<file path="config.mk">
export PLATFORM = sky130hd
export DESIGN_NAME = puf_challenge_sequencer
export DESIGN_NICKNAME = d
export VERILOG_FILES = /design/src/rtl/puf_challenge_sequencer.sv
export SDC_FILE = /design/constraint.sdc
export NUM_CORES = 1
export LEC_CHECK = 0
export ABC_CLOCK_PERIOD_IN_PS = 3760
export BUFFER_PORTS_ARGS = -buffer_cell sky130_fd_sc_hd__clkbuf_2
export CAP_MARGIN = 20
export CORE_AREA = 2 2 103 85
export DETAILED_ROUTE_END_ITERATION = 7
export DIE_AREA = 0 0 105 87
export GPL_ROUTABILITY_DRIVEN = 0
export GPL_TIMING_DRIVEN = 0
export MAX_ROUTING_LAYER = met4
export PLACE_DENSITY = 0.66
export SYNTH_ARGS = -nofsm -noshare
export SYNTH_HDL_FRONTEND = slang
export SYNTH_SLANG_ARGS = --single-unit
</file>
<file path="constraint.sdc">
create_clock -name clk -period 3.76 [get_ports clk]
set_clock_uncertainty 0.05 [all_clocks]
set_input_delay 0.376 -clock clk [delete_from_list [all_inputs] [get_ports clk]]
set_output_delay 0.376 -clock clk [all_outputs]
set_load 0.05 [all_outputs]
</file>
<file path="src/rtl/puf_challenge_sequencer.sv">
// puf_challenge_sequencer
// Drives an arbiter PUF core. Each challenge is evaluated NVOTE times, and the
// response bits are majority-voted and packed into a word. The word is then
// returned over a valid/ready port.
//
// Handshake: resp_valid_o is high in DONE and stays high, with resp_data_o
// stable, until a cycle where resp_ready_i is also high. That cycle is the
// transfer. resp_valid_o and busy_o are low on the following cycle.
module puf_challenge_sequencer #(
    parameter int CHAL_W     = 8,
    parameter int RESP_BITS  = 32,
    parameter int NVOTE      = 3,
    parameter int SETTLE_CYC = 4
) (
    input  logic                 clk,
    input  logic                 rst_n,
    input  logic                 start_i,
    input  logic [CHAL_W-1:0]    seed_i,
    output logic                 busy_o,
    output logic                 puf_trigger_o,
    output logic [CHAL_W-1:0]    puf_challenge_o,
    input  logic                 puf_response_i,
    output logic [RESP_BITS-1:0] resp_data_o,
    output logic                 resp_valid_o,
    input  logic                 resp_ready_i,
    output logic [7:0]           unstable_cnt_o
);

    localparam int ONES_W = $clog2(NVOTE + 1);
    localparam int VOTE_W = (NVOTE > 1) ? $clog2(NVOTE) : 1;
    localparam int BIT_W  = (RESP_BITS > 1) ? $clog2(RESP_BITS) : 1;
    localparam int PH_W   = $clog2(SETTLE_CYC + 2);

    typedef enum logic [1:0] {
        IDLE = 2'd0,
        ARM  = 2'd1,
        FIRE = 2'd2,
        DONE = 2'd3
    } state_e;

    state_e                state_q, state_d;
    logic [PH_W-1:0]       phase_q, phase_d;
    logic [VOTE_W-1:0]     vote_q, vote_d;
    logic [ONES_W-1:0]     ones_q, ones_d;
    logic [BIT_W-1:0]      bit_idx_q, bit_idx_d;
    logic [CHAL_W-1:0]     chal_q, chal_d;
    logic [RESP_BITS-1:0]  data_q, data_d;
    logic [7:0]            unstable_q, unstable_d;
    logic                  trig_q, trig_d;
    logic                  valid_q, valid_d;
    logic                  busy_q, busy_d;
    logic                  sync1_q, sync2_q;

    logic [ONES_W-1:0]     ones_final;
    logic                  voted_bit;
    logic                  unanimous;

    // Fibonacci LFSR step. The taps are 7,5,4,3, so a nonzero state never reaches 0.
    function automatic logic [CHAL_W-1:0] lfsr_next(input logic [CHAL_W-1:0] c);
        return {c[CHAL_W-2:0], c[7] ^ c[5] ^ c[4] ^ c[3]};
    endfunction

    // Vote arithmetic for the evaluation that is finishing in this FIRE cycle.
    always_comb begin
        ones_final = ones_q + ONES_W'(sync2_q);
        voted_bit  = (ones_final > ONES_W'(NVOTE / 2));
        unanimous  = (ones_final == '0) || (ones_final == ONES_W'(NVOTE));
    end

    // Next-state and next-output logic. All outputs are taken directly from flops.
    always_comb begin
        state_d    = state_q;
        phase_d    = phase_q;
        vote_d     = vote_q;
        ones_d     = ones_q;
        bit_idx_d  = bit_idx_q;
        chal_d     = chal_q;
        data_d     = data_q;
        unstable_d = unstable_q;

        case (state_q)
            IDLE: begin
                if (start_i) begin
                    state_d    = ARM;
                    phase_d    = '0;
                    vote_d     = '0;
                    ones_d     = '0;
                    bit_idx_d  = '0;
                    data_d     = '0;
                    unstable_d = '0;
                    // A zero seed would lock up the LFSR, so it is replaced by 1.
                    chal_d     = (seed_i == '0) ? CHAL_W'(1) : seed_i;
                end
            end
            ARM: begin
                if (phase_q == PH_W'(SETTLE_CYC - 1)) begin
                    phase_d = '0;
                    state_d = FIRE;
                end else begin
                    phase_d = phase_q + 1'b1;
                end
            end
            FIRE: begin
                if (phase_q == PH_W'(SETTLE_CYC + 1)) begin
                    phase_d = '0;
                    state_d = ARM;
                    if (vote_q == VOTE_W'(NVOTE - 1)) begin
                        vote_d            = '0;
                        ones_d            = '0;
                        data_d[bit_idx_q] = voted_bit;
                        if (!unanimous && (unstable_q != 8'hff))
                            unstable_d = unstable_q + 8'd1;
                        chal_d = lfsr_next(chal_q);
                        if (bit_idx_q == BIT_W'(RESP_BITS - 1))
                            state_d = DONE;
                        else
                            bit_idx_d = bit_idx_q + 1'b1;
                    end else begin
                        vote_d = vote_q + 1'b1;
                        ones_d = ones_final;
                    end
                end else begin
                    phase_d = phase_q + 1'b1;
                end
            end
            DONE: begin
                if (resp_ready_i)
                    state_d = IDLE;
            end
            default: state_d = IDLE;
        endcase

        trig_d  = (state_d == FIRE);
        valid_d = (state_d == DONE);
        busy_d  = (state_d != IDLE);
    end

    // State, datapath and output registers, plus the response synchronizer.
    always_ff @(posedge clk) begin
        if (!rst_n) begin
            state_q    <= IDLE;
            phase_q    <= '0;
            vote_q     <= '0;
            ones_q     <= '0;
            bit_idx_q  <= '0;
            chal_q     <= '0;
            data_q     <= '0;
            unstable_q <= '0;
            trig_q     <= 1'b0;
            valid_q    <= 1'b0;
            busy_q     <= 1'b0;
            sync1_q    <= 1'b0;
            sync2_q    <= 1'b0;
        end else begin
            state_q    <= state_d;
            phase_q    <= phase_d;
            vote_q     <= vote_d;
            ones_q     <= ones_d;
            bit_idx_q  <= bit_idx_d;
            chal_q     <= chal_d;
            data_q     <= data_d;
            unstable_q <= unstable_d;
            trig_q     <= trig_d;
            valid_q    <= valid_d;
            busy_q     <= busy_d;
            sync1_q    <= puf_response_i;
            sync2_q    <= sync1_q;
        end
    end

    // Output ports are driven directly by their registers.
    always_comb begin
        busy_o          = busy_q;
        puf_trigger_o   = trig_q;
        puf_challenge_o = chal_q;
        resp_data_o     = data_q;
        resp_valid_o    = valid_q;
        unstable_cnt_o  = unstable_q;
    end

endmodule
</file>
==> metrics.log, run 1 <==
[metrics] result of the run: completed
[metrics] H-Tree Depth: 3
[metrics] final global-route overflow total: 0
[metrics] Hold Crit Start: puf_response_i
[metrics] clock network fraction of total power: 41.8%
[metrics] count of hold-fix buffers inserted at cts: 0
[metrics] worst slew margin relative to its limit: between 40% and 50%
[metrics] Total Power Consumption: between 1500 and 2000 uW
[metrics] Post-synth ARST share: 0%
[metrics] number of remaining DRC errors: 0
[metrics] total track usage: about a quarter
[metrics] CTS Buf Count: 9
[metrics] post-synthesis sequential area ratio: between 30% and 40%
[metrics] effective utilization at floorplan: between 40% and 50%
[metrics] YS warnings: 0
[metrics] area share of the leading cell type in the synthesized netlist: between 30% and 40%
[metrics] CP Launch Type: flip-flop
[metrics] number of post-CTS setup repair buffers: 0
[metrics] final max-slew violation count: 0
[metrics] cell depth of the worst hold path: 2
[metrics] die boundary width: between 100 and 150 um
[metrics] critical path, cell by cell: ha_1 > clkbuf_1 > and3_1 > ha_1 > or3b_4 > a211oi_1 > nand3_1 > a21oi_1
[metrics] worst-case vdd ir drop: 0.0002036 V
[metrics] TritonCTS clock tree: yes
[metrics] number of DRC markers in iteration 0: 193
[metrics] routed wire length: approximately 10 mm
[metrics] worst min-delay path class: in2reg
[metrics] clock tree root buffer cell: clkbuf_8
[metrics] post-route clock period utilization: a little over two thirds
[metrics] Total Negative Setup Slacks: 0 ns
[metrics] biggest cell delay along the critical path: approximately 0.53 ns
[metrics] Critical path origin: bit_idx_q[0]
[metrics] flip-flop and latch count after synthesis: 67
[metrics] total die area: 9135 um2
[metrics] power per unit of standard cell area: ~350 nW/um2
[metrics] via count of the routed design: about 3,600
[metrics] Critical Path End Type: flip-flop
[metrics] share of cells above drive strength 1: 21.32%
[metrics] top cell type by total area after synthesis: dfxtp_1
[metrics] maximum capacitance violations: 0
[metrics] clock latency of the later-clocked register in the worst-skew pair: about 0.36 ns
[metrics] chip height: 87 um
[metrics] worst r2r src: bit_idx_q[0]
[metrics] number of nets in the finished design: ~540
[metrics] Syn Nets: ~460
[metrics] top cells by area in the synthesized netlist: dfxtp_1 37%, a21oi_1 7.7%, ha_1 5.8%
[metrics] commonest cells in the netlist: 67 x dfxtp_1, 56 x a21oi_1, 41 x o21ai_0
[metrics] final critical delay including setup and external delays: about 2.6 ns
[metrics] wire per inst: approximately 16 um
[metrics] post-synthesis instance area: ~3600 um2
[metrics] count of port buffers added during placement: 63
[metrics] critical path's most frequent cell: ha_1
[metrics] maximum number of pins on one net before global-route repair: 13
[metrics] Slew @ Worst Pin: a little over 0.8 ns
[metrics] Antenna Nets Post-Route: 0
[metrics] vias in the first global route: ~3,300
[metrics] Synth cell types: 63
[metrics] required time at the worst-slack endpoint: roughly 4 ns
[metrics] part of the power in combinational logic: just under 10%
[metrics] ant diodes: 0
[metrics] fraction of power spent switching nets: between 20 and 30%
[metrics] number of sinks handled by clock tree synthesis: 67
[metrics] Row Count: 30
[metrics] largest fanout of any net on the critical path: 10
[metrics] max frequency: approximately 380 MHz
[metrics] Leak: 0.001628 uW
[metrics] gate count of the mapped netlist: approximately 430
[metrics] count of final hold-check violations: 0
[metrics] Psw: 421.0 uW
[metrics] clock slew seen by the registers of the worst setup and hold paths: approximately 0.08 ns
[metrics] Int Pwr: 1086 uW
[metrics] maximum clock path buffer count: 2
[metrics] Area Overhead vs Synth: 18.48%
[metrics] number of I/O pins: 64
[metrics] number of iterations in the first detailed-routing pass: 5
[metrics] Critical-path top delay cell: a211oi_1
[metrics] antenna violations before repair: 0
[metrics] commonest register cell after synthesis: dfxtp_1
[metrics] type of the worst setup path: reg2reg
[metrics] Worst R2R Path Depth: 8
[metrics] half-perimeter wire length of the detailed placement result: ~7.3 mm
[metrics] drt via density: a little under 6
[metrics] critical path data arrival time: about 2.9 ns
[metrics] RSZ-0062 raised after global routing: no
[metrics] most numerous cell in the Yosys netlist: dfxtp_1
[metrics] first-pass GRT wire length: approximately 16 mm
[metrics] setup violators final: 0
[metrics] number of enable flip-flop cells after synthesis: 0
[metrics] Avg Cell Area, Syn: 8.378 um2
[metrics] area of the core region: 8183 um2
[metrics] post-CTS sizing: 0
[metrics] relative contribution of sequential cells to total power: 48.5%
-- placed cells by master, fill, tap and decap left out, types with 11 or more instances in the layout --
cell type / Yosys / final
clkbuf_2: 4 / 69
dfxtp_1: 67 / 67
a21oi_1: 56 / 56
o21ai_0: 41 / 41
nand2_1: 25 / 25
nor2_1: 19 / 19
ha_1: 17 / 17
nand3_1: 16 / 16
clkbuf_1: 15 / 15
o21a_1: 15 / 15
nand2b_1: 13 / 13
inv_1: 11 / 11
-- metrics by stage --
step | util [%] | hold slack (ns) | cell area, um2 | std cells | setup WS [ns]
2_1_floorplan | - | 0.3618 | 3636 | 434 | 1.478
5_1_grt | 52.65 | 0.1944 | 4308 | 628 | 0.9638
3_5_place_dp | 50.06 | 0.3862 | 4096 | 610 | 1.022
3_3_place_gp | 50.00 | 0.3699 | 4091 | 609 | 1.061
4_1_cts | 52.52 | 0.1700 | 4298 | 626 | 1.024
6_report | 52.65 | 0.1758 | 4308 | 628 | 1.133
-- metal layers --
metal	vias to the layer above	part of all wire (%)	routed length, um	GRT usage, %
met4	0	2.3	237	9.212
li1	1750	-	-	-
met2	141	45	4609	36.36
met5	-	0	0	-
met3	26	7.2	744	4.562
met1	1712	46	4709	30.38
-- power groups by stage --
stage | combinational, uW | clock [uW] | sequential [uW]
after global routing | 157 | 665 | 732
after global placement | 144 | 0 | 747
final | 147 | 630 | 731
after floorplan | 70.7 | 0 | 777
after CTS | 146 | 638 | 731
after detailed placement | 145 | 0 | 748
-- final timing paths --
path	slack (ns)	endpoint
setup / recovery	1.13	bit_idx_q[4]
hold / removal	0.18	sync1_q
setup reg to reg	1.13	bit_idx_q[4]
hold reg to reg	0.39	sync2_q
-- state kept, by name, summed over array words and instances (netlist names), 2 cells and up --
signal	flops
vote_q	2
ones_q	2
unstable_cnt_o	8
resp_data_o	32
state_q	2
puf_challenge_o	8
phase_q	3
bit_idx_q	5
-- cell type report --
cell class              count  area (um2)
inverters                  12       45.04
flip-flops and latches     67        1341
repair buffers             66       330.3
clock buffers              10       137.6
multi-input cells         327        2127
well taps                 112       140.1
clock inverters             6       63.81
fillers                   822        3875
plain buffers              28       122.6
-- kinds of logic (layout without fill, tap and decap cells) --
| kind of cell | count (synthesis) | count (layout) | synth area share, % |
|---|---|---|---|
| xor gates and xnor gates | 8 | 8 | 2.374 |
| muxes | 10 | 10 | 2.787 |
| adders and majority gates | 17 | 17 | 5.850 |
| buffers and inverters | 40 | 122 | 4.611 |
| DFF | 67 | 67 | 36.89 |
| and+or+nand+nor | 139 | 139 | 21.40 |
| AOI/OAI and AO/OA | 153 | 153 | 26.08 |
-- critical path: cells and delay by family, from the launching register on --
kind	cells	cell delay [ns]
compound gates	2	0.70
fa+ha+maj	2	0.41
buf+inv	1	0.23
flops	1	0.37
simple gates	3	0.81
Note: power is estimated with default switching activity, not from simulation.
==> run 2, diff against run 1 <==
Settings changed: ABC_CLOCK_PERIOD_IN_PS 3760 to 2400, PLACE_DENSITY 0.66 to 0.69.
Clock period 3.76 ns to 2.4 ns, I/O delays scaled along.
==> metrics.log, run 2 (synthesis results as in run 1) <==
[metrics] result of the run: completed
[metrics] Critical Path End Type: flip-flop
[metrics] type of the worst setup path: reg2reg
[metrics] clock slew seen by the registers of the worst setup and hold paths: 0.08 ns
[metrics] Area Overhead vs Synth: 22.06%
[metrics] H-Tree Depth: 3
[metrics] worst-case vdd ir drop: about 0.00034 V
[metrics] wire per inst: ~16 um
[metrics] chip height: a little under 90 um
[metrics] number of nets in the finished design: 537
[metrics] share of cells above drive strength 1: a little under a quarter
[metrics] critical path data arrival time: ~2.6 ns
[metrics] Slew @ Worst Pin: 0.9925 ns
[metrics] ant diodes: 0
[metrics] Hold Crit Start: puf_response_i
[metrics] largest fanout of any net on the critical path: 10
[metrics] via count of the routed design: 3,592
[metrics] first-pass GRT wire length: roughly 16 mm
[metrics] post-route clock period utilization: about 100%
[metrics] number of remaining DRC errors: 0
[metrics] Total Power Consumption: 2460 uW
[metrics] number of iterations in the first detailed-routing pass: 5
[metrics] total die area: about 9000 um2
[metrics] max frequency: roughly 430 MHz
[metrics] die boundary width: 105 um
[metrics] Antenna Nets Post-Route: 0
[metrics] total track usage: 22.99%
[metrics] number of I/O pins: 64
[metrics] required time at the worst-slack endpoint: roughly 2.6 ns
[metrics] CP Launch Type: flip-flop
[metrics] Critical path origin: state_q[1]
[metrics] final global-route overflow total: 0
[metrics] power per unit of standard cell area: ~550 nW/um2
[metrics] vias in the first global route: ~3,300
[metrics] drt via density: roughly 5.8
[metrics] worst r2r src: state_q[1]
[metrics] biggest cell delay along the critical path: between 0.4 and 0.5 ns
[metrics] antenna violations before repair: 0
[metrics] max reg flops: 32
[metrics] number of sinks handled by clock tree synthesis: 67
[metrics] Leak: about 0.0017 uW
[metrics] critical path, cell by cell: inv_1 > ha_1 > clkbuf_2 > mux2i_4 > a211oi_2 > buf_4 > nor2_1 > a211oi_1
[metrics] most used cells in the layout excluding fill and tap cells: 69 x clkbuf_2, 67 x dfxtp_1, 56 x a21oi_1, 41 x o21ai_0, 25 x nand2_1
[metrics] RSZ-0062 raised after global routing: yes
[metrics] most common cell after layout, fill and taps aside: clkbuf_2
[metrics] count of placed standard cells in the final layout, fillers left out: 624
[metrics] maximum number of pins on one net before global-route repair: 12
[metrics] worst slew margin relative to its limit: ~33%
[metrics] number of placed instances with taps included: 610
[metrics] count of port buffers added during placement: 63
[metrics] kind of cell adding the most delay to the critical path: compound AO/OA/AOI/OAI gates
[metrics] number of DRC markers in iteration 0: ~270
[metrics] final max-slew violation count: 0
[metrics] maximum capacitance violations: 0
[metrics] Row Count: 30
[metrics] TritonCTS clock tree: yes
[metrics] final critical delay including setup and external delays: 2.334 ns
[metrics] CTS Buf Count: 9
[metrics] worst min-delay path class: in2reg
[metrics] area of the core region: 8183 um2
[metrics] clock latency of the later-clocked register in the worst-skew pair: 0.35 ns
[metrics] CP bufs+invs: 3
[metrics] setup violators final: 0
[metrics] maximum clock path buffer count: 2
[metrics] routed wire length: ~10 mm
[metrics] count of final hold-check violations: 0
[metrics] clock tree root buffer cell: clkbuf_8
[metrics] half-perimeter wire length of the detailed placement result: between 7 and 8 mm
[metrics] Critical-path top delay cell: a211oi_2
[metrics] total of fill cells in the finished design: 775
[metrics] number of post-CTS setup repair buffers: 0
[metrics] count of hold-fix buffers inserted at cts: 0
[metrics] effective utilization at floorplan: between 40 and 50%
## run 2: cell count changes in the layout (fill, tap and decap cells not counted), sizes merged
| cell | previous run | this run |
|---|---|---|
| clkinvlp | 2 | 1 |
| clkinv | 3 | 2 |
| inv | 12 | 11 |
| clkbuf | 94 | 92 |
| bufinv | 1 | 2 |
## run 2: power by group
group	total [uW]	internal [uW]	switching, uW
clock	1070	615	457
sequential	1150	1130	15.8
combinational	243	70.6	173
## run 2: area by class of cell
type | count | area, um2 | share of cell area, %
sequential | 67 | 1341 | 30.22
clock buffer | 12 | 145.1 | 3.270
multi-input combinational | 327 | 2248 | 50.66
tap | 112 | 140.1 | 3.158
timing repair buffer | 64 | 320.3 | 7.217
inverter | 12 | 48.80 | 1.100
buffer | 26 | 120.1 | 2.707
clock inverter | 4 | 73.82 | 1.663
## run 2: final timing paths
path / to / cells after the start / slack (ns)
worst min register to register: sync2_q / 1 / 0.41
worst min-delay path: sync1_q / 2 / 0.06
worst max-delay path: puf_challenge_o[3] / 8 / 0.07
worst max register to register: puf_challenge_o[3] / 8 / 0.07
## run 2: through the flow
step / setup TNS (ns) / hold slack [ns] / instance area [um2] / utilization (%) / setup slack, ns
finish: 0 / 0.05529 / 4438 / 54.24 / 0.06563
global route: -0.1598 / 0.07470 / 4438 / 54.24 / -0.04751
CTS: -1.368 / 0.05032 / 4344 / 53.09 / -0.07852
detailed placement: -1.957 / 0.3772 / 4096 / 50.06 / -0.2687
global placement: -3.209 / 0.3670 / 4091 / 50.00 / -0.3399
floorplan: 0 / 0.3117 / 3636 / - / 0.1176
## run 2: layer usage
| metal | GRT usage (%) | wire length [um] | share of wire, % |
|---|---|---|---|
| met4 | 7.758 | 189 | 1.9 |
| met3 | 4.413 | 734 | 7.2 |
| met5 | - | 0 | 0 |
| met2 | 36.07 | 4604 | 45 |
| met1 | 30.03 | 4616 | 46 |
## run 2: what timing repair did
action	CTS	global route
gates cloned	0	0
setup endpoints to repair	14	54
resized for setup	5	18
## run 2: worst reg2reg max path, cell delays in order, from the launching register on
cell and delay (ns):
dfxtp_1 0.43, inv_1 0.11, ha_1 0.20, clkbuf_2 0.17
mux2i_4 0.27, a211oi_2 0.49, buf_4 0.27, nor2_1 0.06
a211oi_1 0.20
==> run 3, diff against run 2 <==
Settings changed: CORE_AREA 2 2 103 85 to 3 3 104 86, DIE_AREA 0 0 105 87 to 0 0 107 89.
==> metrics.log, run 3 (synthesis results as in run 1) <==
[metrics] result of the run: completed
[metrics] Placed Instance Area: roughly 4000 um2
[metrics] routed wire length: ~10 mm
[metrics] final critical delay including setup and external delays: between 2 and 2.5 ns
[metrics] max frequency: 434.3 MHz
[metrics] total track usage: 23.01%
[metrics] post-route design area: 4400 um2
[metrics] power per unit of standard cell area: 529.8 nW/um2
[metrics] via count of the routed design: 3,534
[metrics] number of DRC markers in iteration 0: between 200 and 250
[metrics] kind of cell adding the most delay to the critical path: simple AND/OR/NAND/NOR gates
[metrics] area of the core region: about 8000 um2
[metrics] critical path data arrival time: between 2 and 3 ns
[metrics] Hold Crit Start: puf_response_i
[metrics] most used cells in the layout excluding fill and tap cells: 68 x clkbuf_2, 67 x dfxtp_1, 56 x a21oi_1, 41 x o21ai_0, 25 x nand2_1
[metrics] worst min-delay path class: in2reg
[metrics] H-Tree Depth: 3
[metrics] Antenna Nets Post-Route: 0
[metrics] maximum clock path buffer count: 2
[metrics] Critical Path End Type: flip-flop
[metrics] Slew @ Worst Pin: approximately 1.1 ns
[metrics] half-perimeter wire length of the detailed placement result: approximately 7.4 mm
[metrics] post-route clock period utilization: between 90% and 100%
[metrics] Leak: 0.001652 uW
[metrics] worst slew margin relative to its limit: ~28%
[metrics] wire per inst: roughly 17 um
[metrics] final hold slack: roughly 0.061 ns
[metrics] die boundary width: 107 um
[metrics] number of I/O pins: 64
[metrics] Critical-path top delay cell: or3b_4
[metrics] biggest cell delay along the critical path: just over 0.4 ns
[metrics] final global-route overflow total: 0
[metrics] largest fanout of any net on the critical path: 10
[metrics] critical path, cell by cell: clkbuf_1 > and3_1 > ha_1 > or3b_4 > a211oi_2 > nand3_1 > a21oi_1
[metrics] type of the worst setup path: reg2reg
[metrics] CP Launch Type: flip-flop
[metrics] ant diodes: 0
[metrics] most common cell after layout, fill and taps aside: clkbuf_2
[metrics] TritonCTS clock tree: yes
[metrics] total die area: between 9000 and 10,000 um2
[metrics] number of sinks handled by clock tree synthesis: 67
[metrics] first-pass GRT wire length: about 17 mm
[metrics] clock slew seen by the registers of the worst setup and hold paths: ~0.07 ns
[metrics] count of final hold-check violations: 0
[metrics] setup violators final: 0
[metrics] number of iterations in the first detailed-routing pass: 4
[metrics] worst slack at placement: -0.3796 ns
[metrics] number of nets in the finished design: about 540
[metrics] worst-case vdd ir drop: 0.0003468 V
[metrics] chip height: just under 90 um
[metrics] Area Overhead vs Synth: 21.03%
[metrics] antenna violations before repair: 0
[metrics] vias in the first global route: 3,396
[metrics] Critical path origin: bit_idx_q[3]
[metrics] number of remaining DRC errors: 0
[metrics] least setup slack across all paths after layout: between 0.09 and 0.1 ns
[metrics] count of hold-fix buffers inserted at cts: 0
[metrics] effective utilization at floorplan: 45.76%
[metrics] total of fill cells in the finished design: about 750
[metrics] worst r2r src: bit_idx_q[3]
[metrics] drt via density: 5.691
[metrics] maximum number of pins on one net before global-route repair: 12
[metrics] clock latency of the later-clocked register in the worst-skew pair: ~0.34 ns
[metrics] share of cells above drive strength 1: between 20% and 30%
[metrics] required time at the worst-slack endpoint: about 2.6 ns
[metrics] Row Count: 29
[metrics] final max-slew violation count: 0
[metrics] count of port buffers added during placement: 63
[metrics] max reg flops: 32
[metrics] clock tree root buffer cell: clkbuf_8
[metrics] CP bufs+invs: 1
[metrics] CTS Buf Count: 9
[metrics] maximum capacitance violations: 0
[run 3: changes by cell type in the layout (fill, tap and decap cells not counted), sizes merged]
| cell | change |
|---|---|
| bufinv | -1 |
| clkbuf | -2 |
| clkinv | +1 |
| buf | +2 |
| clkinvlp | +1 |
[run 3: final cells by class]
type	count	area, um2	share of cell area (%)
Multi-Input combinational cell	327	2233	50.75
Sequential cell	67	1341	30.48
Timing Repair Buffer	65	330.3	7.506
Clock buffer	11	141.4	3.213
Tap cell	108	135.1	3.071
Buffer	26	117.6	2.673
Clock inverter	5	52.55	1.194
Inverter	12	48.80	1.109
[run 3: worst paths after layout]
kind | cells after the start | endpoint | slack (ns)
max | 7 | bit_idx_q[4] | 0.1
min | 2 | sync1_q | 0.06
min reg2reg | 1 | sync2_q | 0.39
max reg2reg | 7 | bit_idx_q[4] | 0.1
[run 3: per-layer routing]
layer | global-route usage (%) | part of all wire, %
met5 | - | 0
met4 | 6.969 | 1.0
met1 | 29.70 | 47
met2 | 36.51 | 45
met3 | 4.982 | 6.4
[run 3: repair_timing]
action | CTS | global route
resized for setup | 9 | 14
setup endpoints to repair | 22 | 57
pin swaps | 0 | 3
setup buffers | 0 | 2
endpoints found under the hold margin | 0 | 0
[run 3: where the power goes]
| group | leakage, uW | internal, uW | switching (uW) | total, uW |
|---|---|---|---|---|
| sequential | 0.000542 | 1130 | 16.1 | 1150 |
| clock | 0.0000991 | 503 | 441 | 944 |
| combinational | 0.00101 | 68.8 | 173 | 242 |
[run 3: per-stage QoR]
stage	util [%]	TNS, ns	power (uW)	cells
3_3_place_gp	51.43	-3.314	1395	605
2_1_floorplan	-	0	1329	434
4_1_cts	54.53	-0.004050	2342	620
6_report	55.38	0	2331	621
5_1_grt	55.38	-0.01293	2402	621
3_5_place_dp	51.43	-4.360	1401	605
